`config.mk`:
```
export PLATFORM = sky130hd
export DESIGN_NAME = aes_decipher_round_pipe
export DESIGN_NICKNAME = d
export VERILOG_FILES = /design/src/rtl/aes_decipher_round_pipe.sv
export SDC_FILE = /design/constraint.sdc
export NUM_CORES = 2
export LEC_CHECK = 0
export CAP_MARGIN = 20
export CELL_PAD_IN_SITES_DETAIL_PLACEMENT = 0
export CELL_PAD_IN_SITES_GLOBAL_PLACEMENT = 2
export CORE_MARGIN = 5
export CORE_UTILIZATION = 25
export DETAILED_ROUTE_END_ITERATION = 10
export GPL_ROUTABILITY_DRIVEN = 0
export PLACE_DENSITY = 0.67
export RECOVER_POWER = 50
export SKIP_LAST_GASP = 1
export SYNTH_ARGS = -nofsm -noshare
export SYNTH_HDL_FRONTEND = slang
export SYNTH_SLANG_ARGS = --single-unit
```
`constraint.sdc`:
```
create_clock -name clk -period 2.8 [get_ports clk]
set_input_delay 0.42 -clock clk [delete_from_list [all_inputs] [get_ports clk]]
set_output_delay 0.42 -clock clk [all_outputs]
set_load 0.005 [all_outputs]
```
`src/rtl/aes_decipher_round_pipe.sv`:
```
// AES inverse-cipher round stage: InvShiftRows -> external InvSbox ->
// AddRoundKey -> InvMixColumns (skipped when LAST_ROUND=1).
//
// Ports:
//   clk, reset_n          clock, synchronous active-low reset
//   in_valid/in_ready     upstream handshake for {in_block, in_key, in_tag}
//   sbox_out/sbox_in      InvShiftRows(S0) out, byte-wise InvSbox back in
//   out_valid/out_ready   downstream handshake for {out_block, out_tag}
// Optional (AES_DEC_PERF_CNT_EN):
//   perf_clr              synchronous clear of both counters
//   perf_blocks           output transfers
//   perf_stalls           cycles with out_valid && !out_ready
// PIPE_STAGES=3 keeps a register (S1) after the S-box; 2 drops it.

module aes_decipher_round_pipe #(
  parameter int LAST_ROUND  = 0,
  parameter int PIPE_STAGES = 3,
  parameter int TAG_W       = 4
) (
  input  logic             clk,
  input  logic             reset_n,
`ifdef AES_DEC_PERF_CNT_EN
  input  logic             perf_clr,
  output logic [31:0]      perf_blocks,
  output logic [31:0]      perf_stalls,
`endif
  input  logic             in_valid,
  output logic             in_ready,
  input  logic [127:0]     in_block,
  input  logic [127:0]     in_key,
  input  logic [TAG_W-1:0] in_tag,
  output logic [127:0]     sbox_out,
  input  logic [127:0]     sbox_in,
  output logic             out_valid,
  input  logic             out_ready,
  output logic [127:0]     out_block,
  output logic [TAG_W-1:0] out_tag
);

  if (PIPE_STAGES != 2 && PIPE_STAGES != 3) begin : g_bad_stages
    $error("PIPE_STAGES must be 2 or 3");
  end

  function automatic logic [7:0] xt(input logic [7:0] b);
    return {b[6:0], 1'b0} ^ (b[7] ? 8'h1b : 8'h00);
  endfunction

  // multiply by a 4-bit constant (09/0b/0d/0e)
  function automatic logic [7:0] gm(input logic [7:0] b,
                                    input logic [3:0] m);
    logic [7:0] x2, x4, x8;
    x2 = xt(b);
    x4 = xt(x2);
    x8 = xt(x4);
    return (m[3] ? x8 : 8'h00) ^ (m[2] ? x4 : 8'h00) ^
           (m[1] ? x2 : 8'h00) ^ (m[0] ? b : 8'h00);
  endfunction

  function automatic logic [31:0] imix_col(input logic [31:0] c);
    logic [7:0] a0, a1, a2, a3;
    a0 = c[31:24];
    a1 = c[23:16];
    a2 = c[15:8];
    a3 = c[7:0];
    return {
      gm(a0, 4'he) ^ gm(a1, 4'hb) ^ gm(a2, 4'hd) ^ gm(a3, 4'h9),
      gm(a0, 4'h9) ^ gm(a1, 4'he) ^ gm(a2, 4'hb) ^ gm(a3, 4'hd),
      gm(a0, 4'hd) ^ gm(a1, 4'h9) ^ gm(a2, 4'he) ^ gm(a3, 4'hb),
      gm(a0, 4'hb) ^ gm(a1, 4'hd) ^ gm(a2, 4'h9) ^ gm(a3, 4'he)
    };
  endfunction

  function automatic logic [127:0] imix(input logic [127:0] s);
    logic [127:0] o;
    o = '0;
    for (int c = 0; c < 4; c++)
      o[127-32*c -: 32] = imix_col(s[127-32*c -: 32]);
    return o;
  endfunction

  // row r rotated right by r: out[r][c] = in[r][c-r]
  function automatic logic [127:0] isr(input logic [127:0] s);
    logic [127:0] o;
    o = '0;
    for (int c = 0; c < 4; c++)
      for (int r = 0; r < 4; r++)
        o[127-8*(4*c+r) -: 8] =
          s[127-8*(4*((c+4-r)%4)+r) -: 8];
    return o;
  endfunction

  logic             s0_v_q;
  logic [127:0]     s0_blk_q, s0_key_q;
  logic [TAG_W-1:0] s0_tag_q;
  logic             s2_v_q;
  logic [127:0]     s2_blk_q;
  logic [TAG_W-1:0] s2_tag_q;

  logic             s1_ld, s2_ld;
  logic             mid_v;
  logic [127:0]     mid_sb, mid_key, rk, res;
  logic [TAG_W-1:0] mid_tag;

  // a stage loads when empty or when its contents move on
  assign s2_ld    = !s2_v_q || out_ready;
  assign in_ready = !s0_v_q || s1_ld;
  assign sbox_out = isr(s0_blk_q);

  always_ff @(posedge clk) begin
    if (!reset_n) begin
      s0_v_q   <= 1'b0;
      s0_blk_q <= '0;
      s0_key_q <= '0;
      s0_tag_q <= '0;
    end else if (in_ready) begin
      s0_v_q <= in_valid;
      if (in_valid) begin
        s0_blk_q <= in_block;
        s0_key_q <= in_key;
        s0_tag_q <= in_tag;
      end
    end
  end

  if (PIPE_STAGES == 3) begin : g_s1
    logic             s1_v_q;
    logic [127:0]     s1_sb_q, s1_key_q;
    logic [TAG_W-1:0] s1_tag_q;

    assign s1_ld = !s1_v_q || s2_ld;

    always_ff @(posedge clk) begin
      if (!reset_n) begin
        s1_v_q   <= 1'b0;
        s1_sb_q  <= '0;
        s1_key_q <= '0;
        s1_tag_q <= '0;
      end else if (s1_ld) begin
        s1_v_q <= s0_v_q;
        if (s0_v_q) begin
          s1_sb_q  <= sbox_in;
          s1_key_q <= s0_key_q;
          s1_tag_q <= s0_tag_q;
        end
      end
    end

    assign mid_v   = s1_v_q;
    assign mid_sb  = s1_sb_q;
    assign mid_key = s1_key_q;
    assign mid_tag = s1_tag_q;
  end else begin : g_no_s1
    assign s1_ld   = s2_ld;
    assign mid_v   = s0_v_q;
    assign mid_sb  = sbox_in;
    assign mid_key = s0_key_q;
    assign mid_tag = s0_tag_q;
  end

  assign rk  = mid_sb ^ mid_key;
  assign res = (LAST_ROUND != 0) ? rk : imix(rk);

  always_ff @(posedge clk) begin
    if (!reset_n) begin
      s2_v_q   <= 1'b0;
      s2_blk_q <= '0;
      s2_tag_q <= '0;
    end else if (s2_ld) begin
      s2_v_q <= mid_v;
      if (mid_v) begin
        s2_blk_q <= res;
        s2_tag_q <= mid_tag;
      end
    end
  end

  assign out_valid = s2_v_q;
  assign out_block = s2_blk_q;
  assign out_tag   = s2_tag_q;

`ifdef AES_DEC_PERF_CNT_EN
  logic [31:0] pb_q, pb_d, ps_q, ps_d;

  always_comb begin
    pb_d = pb_q;
    ps_d = ps_q;
    if (perf_clr) begin
      pb_d = '0;
      ps_d = '0;
    end else begin
      if (out_valid && out_ready)  pb_d = pb_q + 32'd1;
      if (out_valid && !out_ready) ps_d = ps_q + 32'd1;
    end
  end

  always_ff @(posedge clk) begin
    if (!reset_n) begin
      pb_q <= '0;
      ps_q <= '0;
    end else begin
      pb_q <= pb_d;
      ps_q <= ps_d;
    end
  end

  assign perf_blocks = pb_q;
  assign perf_stalls = ps_q;
`endif

endmodule

```
Yosys cells after proc, flatten, opt, wreduce, memory -nomap -nowiden
Index checks and enable logic that the tools add are counted.
{"block": "word_totals", "register_bits": 655, "inputBits": 392, "output_inout_bits": 262, "elab_cells": 261}
{"block": "classes", "mux": 48, "n_bitwise": 193, "n_reduce_logical": 9}
{"cell": "8-bit XOR", "count": 157}
{"cell": "8-bit by 5-bit XOR with 8-bit output", "count": 35}
{"cell": "5-bit two-way mux", "count": 48}
{"cell": "128-bit XOR", "count": 1}
{"cell": "2-bit AND reduction", "count": 3}
{"cell": "1-bit logical NOT", "count": 3}
{"cell": "1-bit logical OR", "count": 3}

Longest topological paths before layout
{"block": "logic_depth", "ltp_word": 12, "ltp_mapped": 9, "mapped_depth_nobuf": 7}

Worst setup path before layout
No wires, ideal clock.
{"block": "synth_timing", "kind": "reg2reg", "from": "register g_s1.s1_key_q[23]", "to": "register s2_blk_q[21], in the netlist out_block[21]", "setup_time_ns": 0.070, "arrival_ns": 2.626, "required_time_ns": 2.730, "setup_slack_ns": 0.105, "path_stages_with_launch": 8, "path_buffers": 0, "period_less_slack_ns": 2.695, "path_cell_list": "dfxtp_1 -> xor2_4 -> xnor3_2 -> xnor3_4 -> xor2_2 -> xor2_2 -> xnor3_1 -> a21oi_1"}
{"block": "synth_via", "elab_chain_cells": 10}
{"item": "start, declared", "line": "127", "rtl": "logic [127:0] s1_sb_q, s1_key_q;"}
{"item": "start signal, assigned", "line": "142", "rtl": "s1_key_q <= s0_key_q;"}
{"item": "128-bit XOR (*)", "line": "160", "rtl": "assign rk = mid_sb ^ mid_key;"}
{"item": "5-bit two-way mux (*)", "line": "45", "rtl": "return {b[6:0], 1'b0} ^ (b[7] ? 8'h1b : 8'h00);"}
{"item": "8-bit XOR (*)", "line": "45"}
{"item": "8-bit by 5-bit XOR with 8-bit output (*)", "line": "45"}
{"item": "8-bit XOR", "line": "45"}
{"item": "8-bit XOR (*) (2 in series)", "line": "55", "rtl": "return (m[3] ? x8 : 8'h00) ^ (m[2] ? x4 : 8'h00) ^"}
{"item": "8-bit XOR (*) (3 in series)", "line": "67", "rtl": "gm(a0, 4'h9) ^ gm(a1, 4'he) ^ gm(a2, 4'hb) ^ gm(a3, 4'hd),"}
{"item": "end signal, assigned", "line": "171", "rtl": "s2_blk_q <= res;"}
{"item": "end, declared", "line": "96", "rtl": "logic [127:0] s2_blk_q;"}
Mark *: on every way between the ends. The rest lies on a longest branch, timed or not.
A chain may end at the register's enable or synchronous reset.

Worst setup path in the final report
Same ends and word-level chain as after synthesis.

==> results.sh <==
export IMPL_worstHoldStart="reset_n"
export IMPL_tritoncts="yes"
export IMPL_clock_sinks=655
export IMPL_synthesis_yosys_warnings=0
export IMPL_clock_root_buffer="clkbuf_16"
export IMPL_routed_wl_met2_mm=57.5
export IMPL_antenna_violating_nets_post_route=0
export IMPL_holdPathStages=3
export IMPL_timing_max_transition_violations_final=0
export IMPL_yosys_top_cells_count="1054 x nand2_1, 750 x xnor2_1, 655 x dfxtp_1"
export IMPL_number_of_enable_flip_flop_cells_after_synthesis=0
export IMPL_post_cts_setup_buffers=0
export IMPL_cp_slowest_cell="xnor3_4"
export IMPL_drt_met1_wl_mm=53.4
export IMPL_route_vias_total=26500
export IMPL_r2r_setup_slack_ns=0.24
export IMPL_reg2regPathDepth=7
export IMPL_cts_max_level=3
export IMPL_layout_min_cycle_time_ns=2.56
export IMPL_drc=0
export IMPL_io_pins=654
export IMPL_syn_avg_cell_area_um2=8.41
export IMPL_holdPathEnd="g_s1.s1_v_q"
export IMPL_leakage_nw=15.6
export IMPL_placed_cells=5976
export IMPL_effective_utilization_at_floorplan_pct=25.3
export IMPL_final_period_utilization_pct=91.5
export IMPL_layout_area_seq_um2=13100
export IMPL_finalHoldViolCount=0
export IMPL_p_per_area_nw_per_um2=705
export IMPL_multiInputGateArea_um2=16900
export IMPL_crit_arrival_ns=3.17
export IMPL_yosys_most_used_dff="dfxtp_1"
export IMPL_worst_hold_path_type="input port to register"
export IMPL_worstSetupEndpointType="register"
export IMPL_slew_headroom_pct=27.0
export IMPL_worstReg2RegStart="g_s1.s1_key_q[23]"
export IMPL_synth_most_common_cell="nand2_1"
export IMPL_std_cell_rows=128
export IMPL_tns_ns=0
export IMPL_crit_path_launch_type="register"
export IMPL_numCtsBuffers=83
export IMPL_cts_hold_buffers=0
export IMPL_wl_mm=122
export IMPL_vdd_drop_max_v=0.000434
export IMPL_drt_first_pass_iters=5
export IMPL_die_height_um=361
export IMPL_synth_async_reset_ratio_pct=0
export IMPL_synth_seq_area_share_pct=42.5
export IMPL_yosysUniqueCellTypes=29
export IMPL_syn_num_nets=4063
export IMPL_tightestPinTransition_ns=1.09
export IMPL_top_layer_used="met5"
export IMPL_total_congestion_overflow=0
export IMPL_portBuffers=653
export IMPL_finalCoreUtilization_pct=35.7
export IMPL_grt_pass1_wl_mm=179
export IMPL_rsz0062_at_grt="no"
export IMPL_cpMostUsedCell="xor2_2"
export IMPL_final_setup_skew_ns=0.0221
export IMPL_leading_post_synthesis_cells_by_cell_area="dfxtp_1 42%, xnor2_1 21%, nand2_1 13%"
export IMPL_worstPathMaxFanout=3
export IMPL_clk_pin_slew_worst_paths_ns=0.06
export IMPL_detail_route_vias_per_cell=4.32
export IMPL_detail_route_wl_per_cell_um=20.0
export IMPL_grt_max_degree=80
export IMPL_drive_above_1_share_pct=8.19
export IMPL_nFillCells=12900
export IMPL_gr_usage_total_pct=18.1
export IMPL_coreArea_um2=122000
export IMPL_yosys_area_top_type_share_pct=42.5
export IMPL_cts_path_max_buffers=3
export IMPL_final_cell_count_no_fill=6132
export IMPL_via_count_of_the_first_global_routing_pass=27000
export IMPL_hpwl_mm=94.9
export IMPL_drt_initial_drc_count=1312
export IMPL_ctsResizeCount=0
export IMPL_syn_instance_count=3671
export IMPL_data_required_time_of_the_critical_path_ns=3.41
export IMPL_maxCapViolations=0
export IMPL_timing_critical_path_cells="xor2_4 -> xnor3_2 -> xnor3_4 -> xor2_2 -> xor2_2 -> xnor3_1 -> a21oi_1"
export IMPL_syn_to_final_growth_pct=41.4
export IMPL_met3WireLength_mm=9.36
export IMPL_synth_area_leader_cell="dfxtp_1"
export IMPL_path_class="register to register"
export IMPL_skew_pair_late_insertion_delay_ns=0.67
export IMPL_chipWidth_um=361
export IMPL_area_enclosed_by_the_die_boundary_um2=131000
export IMPL_total_standard_cell_area_after_synthesis_um2=30900
export IMPL_grt_antenna_before_repair=15
export IMPL_max_clock_freq_ghz=0.390
export IMPL_critPathMaxStageDelay_ns=0.51
export IMPL_synth_register_bits=655
export IMPL_result_of_the_run="complete, no violations"
export IMPL_finalNetCount=4828
export IMPL_regToRegEndpoint="out_block[21]"
export IMPL_final_setup_viol_count=0
==> area by class of cell <==
type | instances | area share, %
multi-input cells | 2799 | 38.8
flip-flops and latches | 655 | 30.1
repair buffers | 895 | 20.0
clock buffers | 115 | 5.34
well taps | 1625 | 4.66
clock inverters | 38 | 1.11
inverters | 2 | 0.0344
diodes | 3 | 0.0172
==> worst max-delay path, delay by kind of cell, from the launching register on <==
kind,cells,cell delay (ns)
compound gates,1,0.13
xor+xnor,6,1.92
flops,1,0.46
==> how the worst max path moves through the flow <==
stage / startpoint / slack, ns / cells after the start / to
floorplan: g_s1.s1_key_q[23] / 0.10 / 7 / out_block[21]
global placement: g_s1.s1_key_q[23] / 0.22 / 7 / out_block[21]
detailed placement: g_s1.s1_key_q[23] / 0.22 / 7 / out_block[21]
CTS: g_s1.s1_key_q[23] / 0.22 / 7 / out_block[21]
global route: out_valid / 0.08 / 8 / g_s1.s1_key_q[112]
finish: g_s1.s1_key_q[23] / 0.24 / 7 / out_block[21]
==> cell families (layout without fill, tap and decap cells) <==
family	after synthesis	after routing	share of synthesized area (%)
simple gates	1195	1195	14.7
xor+xnor	933	933	28.5
compound gates	669	669	11.6
flops	655	655	42.5
buf+inv	217	1050	2.64
mux	2	2	0.0730
other cells	0	3	0
==> per-layer routing <==
layer / up-vias / track usage, %
met2: 636 / 30.4
met5: - / 0
met3: 139 / 6.15
met1: 12400 / 22.7
met4: 18 / 3.41
li1: 13300 / -
==> state kept, by name, summed over array words and instances (netlist names) <==
| name | flops |
|---|---|
| s0_key_q | 128 |
| g_s1.s1_tag_q | 4 |
| out_valid | 1 |
| out_tag | 4 |
| s0_blk_q | 128 |
| s0_v_q | 1 |
| g_s1.s1_key_q | 128 |
| s0_tag_q | 4 |
| g_s1.s1_sb_q | 128 |
| out_block | 128 |
| g_s1.s1_v_q | 1 |
==> where the power goes <==
| part | switching [W] | total (W) | internal (W) |
|---|---|---|---|
| Clock | 0.00442 | 0.0112 | 0.00675 |
| Sequential | 0.000314 | 0.0101 | 0.00980 |
| Combinational | 0.00475 | 0.00949 | 0.00474 |
| Total | 0.00948 | 0.0308 | 0.0213 |
==> placed cells by master (no fill, tap or decap), types with 3 or more instances in the layout <==
cell and count:
bufinv_16 10, o211a_1 4, clkbuf_2 5, clkbuf_16 84, xor2_1 137, xnor3_1 29
buf_4 181, clkbuf_1 39, nor2_1 117, nor3_1 14, diode_2 3, inv_6 6
dfxtp_1 655, nand2_1 1054, buf_12 36, a21oi_1 554, xnor2_1 750, clkbuf_8 11
nand3b_1 3, a211oi_1 80, clkdlybuf4s50_1 652, xor3_1 9, clkinv_2 18, o21ai_0 30
==> stage by stage <==
| stage | area, µm² | worst slack [ns] | power [W] | hold WS (ns) |
|---|---|---|---|---|
| after floorplan | 30900 | 0.105 | 0.0164 | 0.432 |
| after global placement | 41000 | 0.216 | 0.0200 | 0.441 |
| after detailed placement | 41000 | 0.218 | 0.0199 | 0.444 |
| after CTS | 43800 | 0.223 | 0.0314 | 0.188 |
| after global routing | 43600 | 0.0765 | 0.0324 | 0.236 |
| final | 43600 | 0.237 | 0.0308 | 0.242 |
No activity file was read; power rests on OpenSTA's default activity.
